$ cat config.mk
export PLATFORM = sky130hd
export DESIGN_NAME = apb_multi_master
export DESIGN_NICKNAME = d
export VERILOG_FILES = /design/src/rtl/apb_multi_master.sv
export SDC_FILE = /design/constraint.sdc
export NUM_CORES = 1
export LEC_CHECK = 0
export ABC_AREA = 1
export CAP_MARGIN = 20
export CORE_AREA = 2 2 125 127
export DETAILED_ROUTE_END_ITERATION = 6
export DIE_AREA = 0 0 127 129
export PLACE_DENSITY = 0.76
export REMOVE_ABC_BUFFERS = 1
export SLEW_MARGIN = 20
export SYNTH_ARGS = -nofsm -noshare
export SYNTH_HDL_FRONTEND = slang
export SYNTH_SLANG_ARGS = --single-unit
$ cat constraint.sdc
create_clock -name pclk -period 2.1 [get_ports pclk]
set_input_delay 0.525 -clock pclk [delete_from_list [all_inputs] [get_ports pclk]]
set_output_delay 0.525 -clock pclk [all_outputs]
set_load 0.02 [all_outputs]
$ cat src/rtl/apb_multi_master.sv
// rtl/apb_multi_master.sv - valid/ready request to multi-select APB requester with timeout and decode error
module apb_multi_master #(
    parameter int ADDR_WIDTH = 32,
    parameter int DATA_WIDTH = 32,
    parameter int NUM_SLAVES = 4,
    parameter int SEL_LSB    = 12,
    parameter int TIMEOUT    = 16
) (
    input  logic                             pclk,
    input  logic                             preset,
    input  logic                             req_valid,
    output logic                             req_ready,
    input  logic                             req_write,
    input  logic [ADDR_WIDTH-1:0]            req_addr,
    input  logic [DATA_WIDTH-1:0]            req_wdata,
    input  logic [DATA_WIDTH/8-1:0]          req_strb,
    output logic                             rsp_valid,
    output logic [DATA_WIDTH-1:0]            rsp_rdata,
    output logic                             rsp_err,
    output logic [NUM_SLAVES-1:0]            psel,
    output logic                             penable,
    output logic                             pwrite,
    output logic [ADDR_WIDTH-1:0]            paddr,
    output logic [DATA_WIDTH-1:0]            pwdata,
    output logic [DATA_WIDTH/8-1:0]          pstrb,
    input  logic [NUM_SLAVES*DATA_WIDTH-1:0] prdata,
    input  logic [NUM_SLAVES-1:0]            pready,
    input  logic [NUM_SLAVES-1:0]            pslverr
);

    localparam int SW = (NUM_SLAVES > 1) ? $clog2(NUM_SLAVES) : 1;
    localparam int STRB_W = DATA_WIDTH / 8;
    localparam logic [7:0] CNT_LAST = 8'(TIMEOUT - 1);

    typedef enum logic [1:0] {IDLE, SETUP, ACCESS, DECERR} state_t;

    state_t                  state;
    logic [7:0]              cnt;
    logic [SW-1:0]           req_idx;
    logic                    req_hit;
    logic [NUM_SLAVES-1:0]   req_onehot;
    logic                    sel_ready;
    logic                    sel_err;
    logic [DATA_WIDTH-1:0]   sel_rdata;
    logic                    done;
    logic                    accept;

    // The registered one-hot psel doubles as the response mux select.
    always_comb begin
        req_idx    = req_addr[SEL_LSB +: SW];
        req_hit    = (32'(req_idx) < 32'(NUM_SLAVES));
        req_onehot = NUM_SLAVES'(1) << req_idx;
        sel_ready  = |(pready & psel);
        sel_err    = |(pslverr & psel);
        sel_rdata  = '0;
        for (int i = 0; i < NUM_SLAVES; i++) begin
            if (psel[i]) begin
                sel_rdata = sel_rdata | prdata[i*DATA_WIDTH +: DATA_WIDTH];
            end
        end
        done = sel_ready || (cnt == CNT_LAST);
    end

    assign req_ready = !preset && ((state == IDLE) || ((state == ACCESS) && done));
    assign accept    = req_valid && req_ready;

    always_ff @(posedge pclk) begin
        if (preset) begin
            state     <= IDLE;
            cnt       <= '0;
            psel      <= '0;
            penable   <= 1'b0;
            pwrite    <= 1'b0;
            paddr     <= '0;
            pwdata    <= '0;
            pstrb     <= '0;
            rsp_valid <= 1'b0;
            rsp_rdata <= '0;
            rsp_err   <= 1'b0;
        end else begin
            rsp_valid <= 1'b0;
            case (state)
                IDLE: begin
                    psel    <= '0;
                    penable <= 1'b0;
                end
                SETUP: begin
                    penable <= 1'b1;
                    cnt     <= '0;
                    state   <= ACCESS;
                end
                ACCESS: begin
                    if (done) begin
                        rsp_valid <= 1'b1;
                        cnt       <= '0;
                        if (sel_ready) begin
                            rsp_err <= sel_err;
                            if (!pwrite) begin
                                rsp_rdata <= sel_rdata;
                            end
                        end else begin
                            rsp_err <= 1'b1;
                        end
                        psel    <= '0;
                        penable <= 1'b0;
                        state   <= IDLE;
                    end else begin
                        cnt <= cnt + 8'd1;
                    end
                end
                DECERR: begin
                    rsp_valid <= 1'b1;
                    rsp_err   <= 1'b1;
                    state     <= IDLE;
                end
                default: state <= IDLE;
            endcase

            // Accept only happens in IDLE or a completing ACCESS; it overrides the teardown above.
            if (accept) begin
                penable <= 1'b0;
                if (req_hit) begin
                    psel   <= req_onehot;
                    paddr  <= req_addr;
                    pwrite <= req_write;
                    pwdata <= req_wdata;
                    pstrb  <= req_write ? req_strb : STRB_W'(0);
                    state  <= SETUP;
                end else begin
                    psel  <= '0;
                    state <= DECERR;
                end
            end
        end
    end

endmodule
==> results.yml, run 1 <==
logic_synthesis:
  ys_seq_area_share_pct: 45.0
  synth_most_common_cell: "nand2_1"
  synthCells: 664
  synthTopCellsByCount: "nand2_1 (212), dfxtp_1 (118), nand3_1 (61)"
  ys_warn_count: 0
  synth.ff_latch_count: 118
  synth.area.top_cells: "dfxtp_1 (45%), nand2_1 (15%), nand3_1 (5.8%), a221oi_1 (5.3%), a21oi_1 (3.5%)"
  synth_ff_type: "dfxtp_1"
  synth-edff-count: 0
  async_flop_share_pct: 0
  yosysTopAreaCell: "dfxtp_1"
  synth_top_area_share_pct: 45.0
  synth_area_mm2: 0.00525
  syn_avg_cell_area_um2: 7.91
  synth.distinct_cells: 34
power_and_ir_drop:
  p_sw_share_pct: 35.6
  power_switching_uw: 3710
  p_clk_share_pct: 28.9
  pwr-share-seq_pct: 28.4
  leakage_uw: 0.00390
  combPwrFrac_pct: 42.7
  p_int_uw: 6720
  powerDensity_mw_per_mm2: 1130
  ir_drop_mv: 0.656
sta:
  tightest_slew_ns: 0.465
  layout_min_cycle_time_ns: 2.03
  fmax_mhz: 493
  worst_slack_ns: 0.0708
  grt_setup_unrepaired: "true"
  relSlewSlack_pct: 68.7
  setup_tns_ns: 0
  finalCritPeriodShare_pct: 96.6
  skew_ns: 0.0124
  setup_violations: 0
  slew_violations: 0
  final-hold-violation-count: 0
  hold_ws_ns: 0.453
hold_path:
  hold_path_end: "paddr[8]$_SDFFE_PP0P_"
  worstHoldPathCells: 2
  min_from: "paddr[8]$_SDFFE_PP0P_"
  hp-class: "flop to flop"
placement:
  place_ws_ns: -0.483
  hpwl_um: 13500
  placedCellCount: 1147
  io_buffer_count: 316
  gp_congestion: 0.816
final_layout:
  nets: 1194
  final_cells: 1181
  diodes: 0
  nFillCells: 1301
  drive_above_1_share_pct: 10.6
  syn_to_final_growth_pct: 76.1
drt:
  wl_um: 18500
  drtAntennaViolNets: 0
  first_pass_iters: 4
  vias_per_cell: 4.84
  routedWlPerCell_um: 15.7
  route.detailed.drc: 0
  drtIter0Drc: 189
  vias: 5716
setup_path:
  required_ns: 1.57
  r2r_cells: 13
  worstSetupStartpoint: "cnt[1]$_SDFFE_PP0P_"
  critPathKind: "flop to output pin"
  arrival_ns: 1.50
  cp-start-kind: "flop"
  r2r_start: "cnt[1]$_SDFFE_PP0P_"
  r2r_end: "pwdata[29]$_SDFFE_PP0P_"
  end_kind: "output pin"
  ff2ff_setup_slack_ns: 0.36
  path_max_fanout: 2
floorplan:
  die_area_mm2: 0.0164
  core_region_area_mm2: 0.0150
  row_count: 45
  ios: 317
  start_util_pct: 35.1
  die_w_um: 127
  die_h_um: 129
clock_tree:
  cts_hold_buf: 0
  ctsHtreeMaxLevel: 4
  cts_tree: "yes"
  cts_made_buffers: 17
  cts_root_buffer: "clkbuf_16"
  clk_latency_ns: 0.41
  cts.sinks: 118
  cts.path.max_buffers: 2
  clkSlewWorstSetupHoldPaths_ns: 0.06
run_status:
  outcome: "complete, no violations"
global_routing:
  grt_max_degree: 65
  antenna_found_initial: 0
  grt_pass1_vias: 5574
  grt-ovfl-total: 0
  grt_pass1_wl_um: 28000
  grt_usage_pct: 22.0
run:
  drv_cap: 0
-- registers in the layout, summed over array words and instances, names as in the netlist --
signal / count
paddr: 32
pwdata: 32
rsp_rdata: 32
cnt: 8
psel: 4
pstrb: 4
state: 2
penable: 1
pwrite: 1
rsp_err: 1
rsp_valid: 1
-- metrics by stage --
stage / utilization [%] / power (uW) / cell area, um^2
5_1_grt: 61.8 / 11100 / 9250
6_report: 61.8 / 10400 / 9250
2_1_floorplan: - / 5280 / 4910
3_3_place_gp: 57.2 / 7420 / 8570
4_1_cts: 61.4 / 10500 / 9200
3_5_place_dp: 57.2 / 7450 / 8570
-- logic make-up (layout without fill, tap and decap cells) --
family	count (synthesis)	after routing	share of synthesized area [%]
buf+inv	73	402	8.26
fa+ha+maj	6	6	1.43
xor+xnor	3	3	0.500
simple gates	336	336	28.8
compound gates	128	128	16.0
flops	118	118	45.0
-- power by group through the flow --
stage / Sequential [uW] / Combinational (uW) / Clock, uW
after floorplan: 3690 / 1590 / 0
after global placement: 2980 / 4440 / 0
after detailed placement: 3000 / 4450 / 0
after CTS: 2970 / 4460 / 3090
after global routing: 3010 / 4880 / 3190
final: 2970 / 4450 / 3010
-- repair_timing --
action	CTS	global route
setup endpoints to repair	5	1
hold endpoints to repair	0	0
pin swaps	0	10
gates resized for setup	13	13
setup buffers	0	2
-- layer usage --
metal / up-vias / routed length (um) / part of all wire (%) / global-route usage [%]
li1: 2886 / - / - / -
met1: 2559 / 6950 / 37 / 22.3
met2: 240 / 9010 / 49 / 39.0
met3: 31 / 2120 / 11 / 10.9
met4: 0 / 456 / 2.5 / 8.86
met5: - / 0 / 0 / 0
-- cell type report --
cell class | count | area (um^2) | area share [%]
multi-input combinational | 473 | 2490 | 26.9
clock buffer | 21 | 480 | 5.19
timing repair buffer | 346 | 3450 | 37.3
tap | 188 | 235 | 2.54
inverter | 24 | 91.3 | 0.987
sequential | 118 | 2360 | 25.6
clock inverter | 11 | 146 | 1.58
-- cells in the final DEF, fill, tap and decap left out, drive strengths merged --
master	count
inv	24
dlygate4sd2	4
nand3	79
bufinv	3
nand4	2
ha	6
o22ai	1
clkbuf	21
a221oi	32
dfxtp	118
o311ai	1
dlymetal6s2s	4
nor2	32
xnor2	2
buf	31
nor3b	2
a21oi	37
xor2	1
clkdlybuf4s50	307
a22o	16
nand2	218
clkinvlp	2
o21ai	41
nor3	3
clkinv	6
-- critical path, stage by stage (launching register included) --
cell and delay, ns:
dfxtp_2 0.36, ha_4 0.14, inv_2 0.04, nor2_4 0.07, nand3_2 0.08, nand2_2 0.08, nand2_2 0.07, nand2_4 0.06
nand2_2 0.05, inv_2 0.04, buf_6 0.10
-- how the worst max path moves through the flow --
stage / end / slack, ns / cells past startpoint
finish: req_ready / 0.07 / 10
global route: req_ready / -0.02 / 10
CTS: req_ready / -0.05 / 10
detailed placement: req_ready / -0.48 / 10
global placement: req_ready / -0.48 / 10
floorplan: paddr[0]$_SDFFE_PP0P_ / -2.35 / 5
Power figures use the tool's default switching activity.
==> run 2, diff against run 1 <==
SKIP_CTS_REPAIR_TIMING = 1   (was default)
TNS_END_PERCENT = 1   (was default)
==> results.yml, run 2 (synthesized netlist as in run 1, its figures left out) <==
global_routing:
  grt_pass1_vias: 5574
  grt_pass1_wl_um: 28000
  grt-ovfl-total: 0
  antenna_found_initial: 0
  grt_max_degree: 65
  grt_usage_pct: 22.0
setup_path:
  ff2ff_setup_slack_ns: 0.28
  cpPeakStageDelay_ns: 0.34
  path_max_fanout: 2
  arrival_ns: 1.60
  worstSetupStartpoint: "cnt[0]$_SDFFE_PP0P_"
  required_ns: 1.57
  r2r_cells: 13
  cp-start-kind: "flop"
  r2r_end: "pwdata[29]$_SDFFE_PP0P_"
  critPathKind: "flop to output pin"
  r2r_start: "cnt[0]$_SDFFE_PP0P_"
  cp_slowest_cell: "dfxtp_2"
  crit_chain: "ha_2 -> inv_1 -> nor2_1 -> nand3_1 -> nand2_1 -> nand2_2 -> nand2_4 -> nand2_1 -> inv_1 -> buf_4"
  end_kind: "output pin"
floorplan:
  row_count: 45
  ios: 317
  die_area_mm2: 0.0164
  start_util_pct: 35.1
  core_region_area_mm2: 0.0150
  die_h_um: 129
  die_w_um: 127
drt:
  drtIter0Drc: 177
  vias: 5685
  drt-met1-wl_um: 6920
  wl_met2_um: 8980
  route.detailed.drc: 0
  wl_met3_um: 2100
  first_pass_iters: 4
  vias_per_cell: 4.82
  wl_um: 18500
  drtAntennaViolNets: 0
  top_layer: "met4"
  routedWlPerCell_um: 15.7
sta:
  grt_setup_unrepaired: "true"
  finalCritPeriodShare_pct: 101
  relSlewSlack_pct: 68.0
  fmax_mhz: 470
  layout_min_cycle_time_ns: 2.13
  setup_violations: 1
  worst_slack_ns: -0.0281
  hold_ws_ns: 0.453
  slew_violations: 0
  tightest_slew_ns: 0.476
  skew_ns: 0.0123
  final-hold-violation-count: 0
hold_path:
  hp-class: "flop to flop"
  worstHoldPathCells: 2
  min_from: "paddr[8]$_SDFFE_PP0P_"
  hold_path_end: "paddr[8]$_SDFFE_PP0P_"
final_layout:
  final_cells: 1179
  mostFrequentLayoutCell: "clkdlybuf4s50_1"
  drive_above_1_share_pct: 9.79
  diodes: 0
  nets: 1192
  syn_to_final_growth_pct: 75.4
  final_cell_mix: "clkdlybuf4s50_1 (311), nand2_1 (212), dfxtp_1 (116)"
  largestRegisters: "paddr x32, pwdata x32, rsp_rdata x32"
placement:
  gp_congestion: 0.816
  placedCellCount: 1147
  io_buffer_count: 316
  hpwl_um: 13500
run_status:
  outcome: "finished, violations left"
  violations: "negative setup slack"
clock_tree:
  ctsHtreeMaxLevel: 4
  cts_tree: "yes"
  clkSlewWorstSetupHoldPaths_ns: 0.06
  cts_made_buffers: 17
  cts.path.max_buffers: 2
  cts_root_buffer: "clkbuf_16"
  cts.sinks: 118
  clk_latency_ns: 0.41
power_and_ir_drop:
  p_total_uw: 10400
  powerDensity_mw_per_mm2: 1130
  leakage_uw: 0.00390
  ir_drop_mv: 0.656
run:
  drv_cap: 0
## run 2: cell types whose count changed in the layout (fill, tap and decap cells not counted), moves of 2 or more
cell | previous run | this run
nand2_2 | 7 | 5
clkdlybuf4s50_1 | 307 | 311
inv_1 | 20 | 22
inv_2 | 3 | 1
buf_6 | 2 | 0
dlygate4sd2_1 | 4 | 0
nand2_1 | 210 | 212
## run 2: how the worst max path moves through the flow
stage / depth (start not counted) / to / slack, ns
global placement: 10 / req_ready / -0.48
CTS: 10 / req_ready / -0.54
floorplan: 5 / paddr[0]$_SDFFE_PP0P_ / -2.35
global route: 10 / req_ready / -0.15
detailed placement: 10 / req_ready / -0.48
finish: 10 / req_ready / -0.03
## run 2: layout make-up
class	count	area, um^2
flip-flops and latches	118	2360
fillers	1305	5760
clock buffers	21	480
repair buffers	344	3440
well taps	188	235
clock inverters	11	146
inverters	24	91.3
multi-input cells	473	2460
## run 2: metal layers
layer | vias up | track usage, %
li1 | 2880 | -
met1 | 2545 | 22.3
met2 | 233 | 39.0
met3 | 27 | 10.9
met4 | 0 | 8.86
met5 | - | 0
## run 2: per-stage QoR
step | setup TNS, ns | setup slack, ns | utilization [%] | instance area [um^2]
floorplan | -197.15 | -2.35 | - | 4910
global placement | -7.21 | -0.478 | 57.2 | 8570
detailed placement | -7.63 | -0.483 | 57.2 | 8570
CTS | -0.903 | -0.545 | 61.4 | 9200
global route | -0.147 | -0.147 | 61.5 | 9220
finish | -0.0281 | -0.0281 | 61.5 | 9220
## run 2: critical path, delay by kind of cell, from the launching register on
family                   cells  cell delay [ns]
adder cells (fa/ha/maj)      1             0.18
AND/OR/NAND/NOR              6             0.47
flip-flops                   1             0.34
buffers and inverters        3             0.22
## run 2: where the power goes
group          switching, uW  total (uW)  internal [uW]
Clock                   1030        3020           1990
Sequential               265        2960           2700
Combinational           2410        4430           2020
==> run 3, diff against run 2 <==
CTS_CLUSTER_SIZE = 8   (was default)
==> results of run 3 <==
No change in the layout: final DEF, timing and power equal those of run 2.
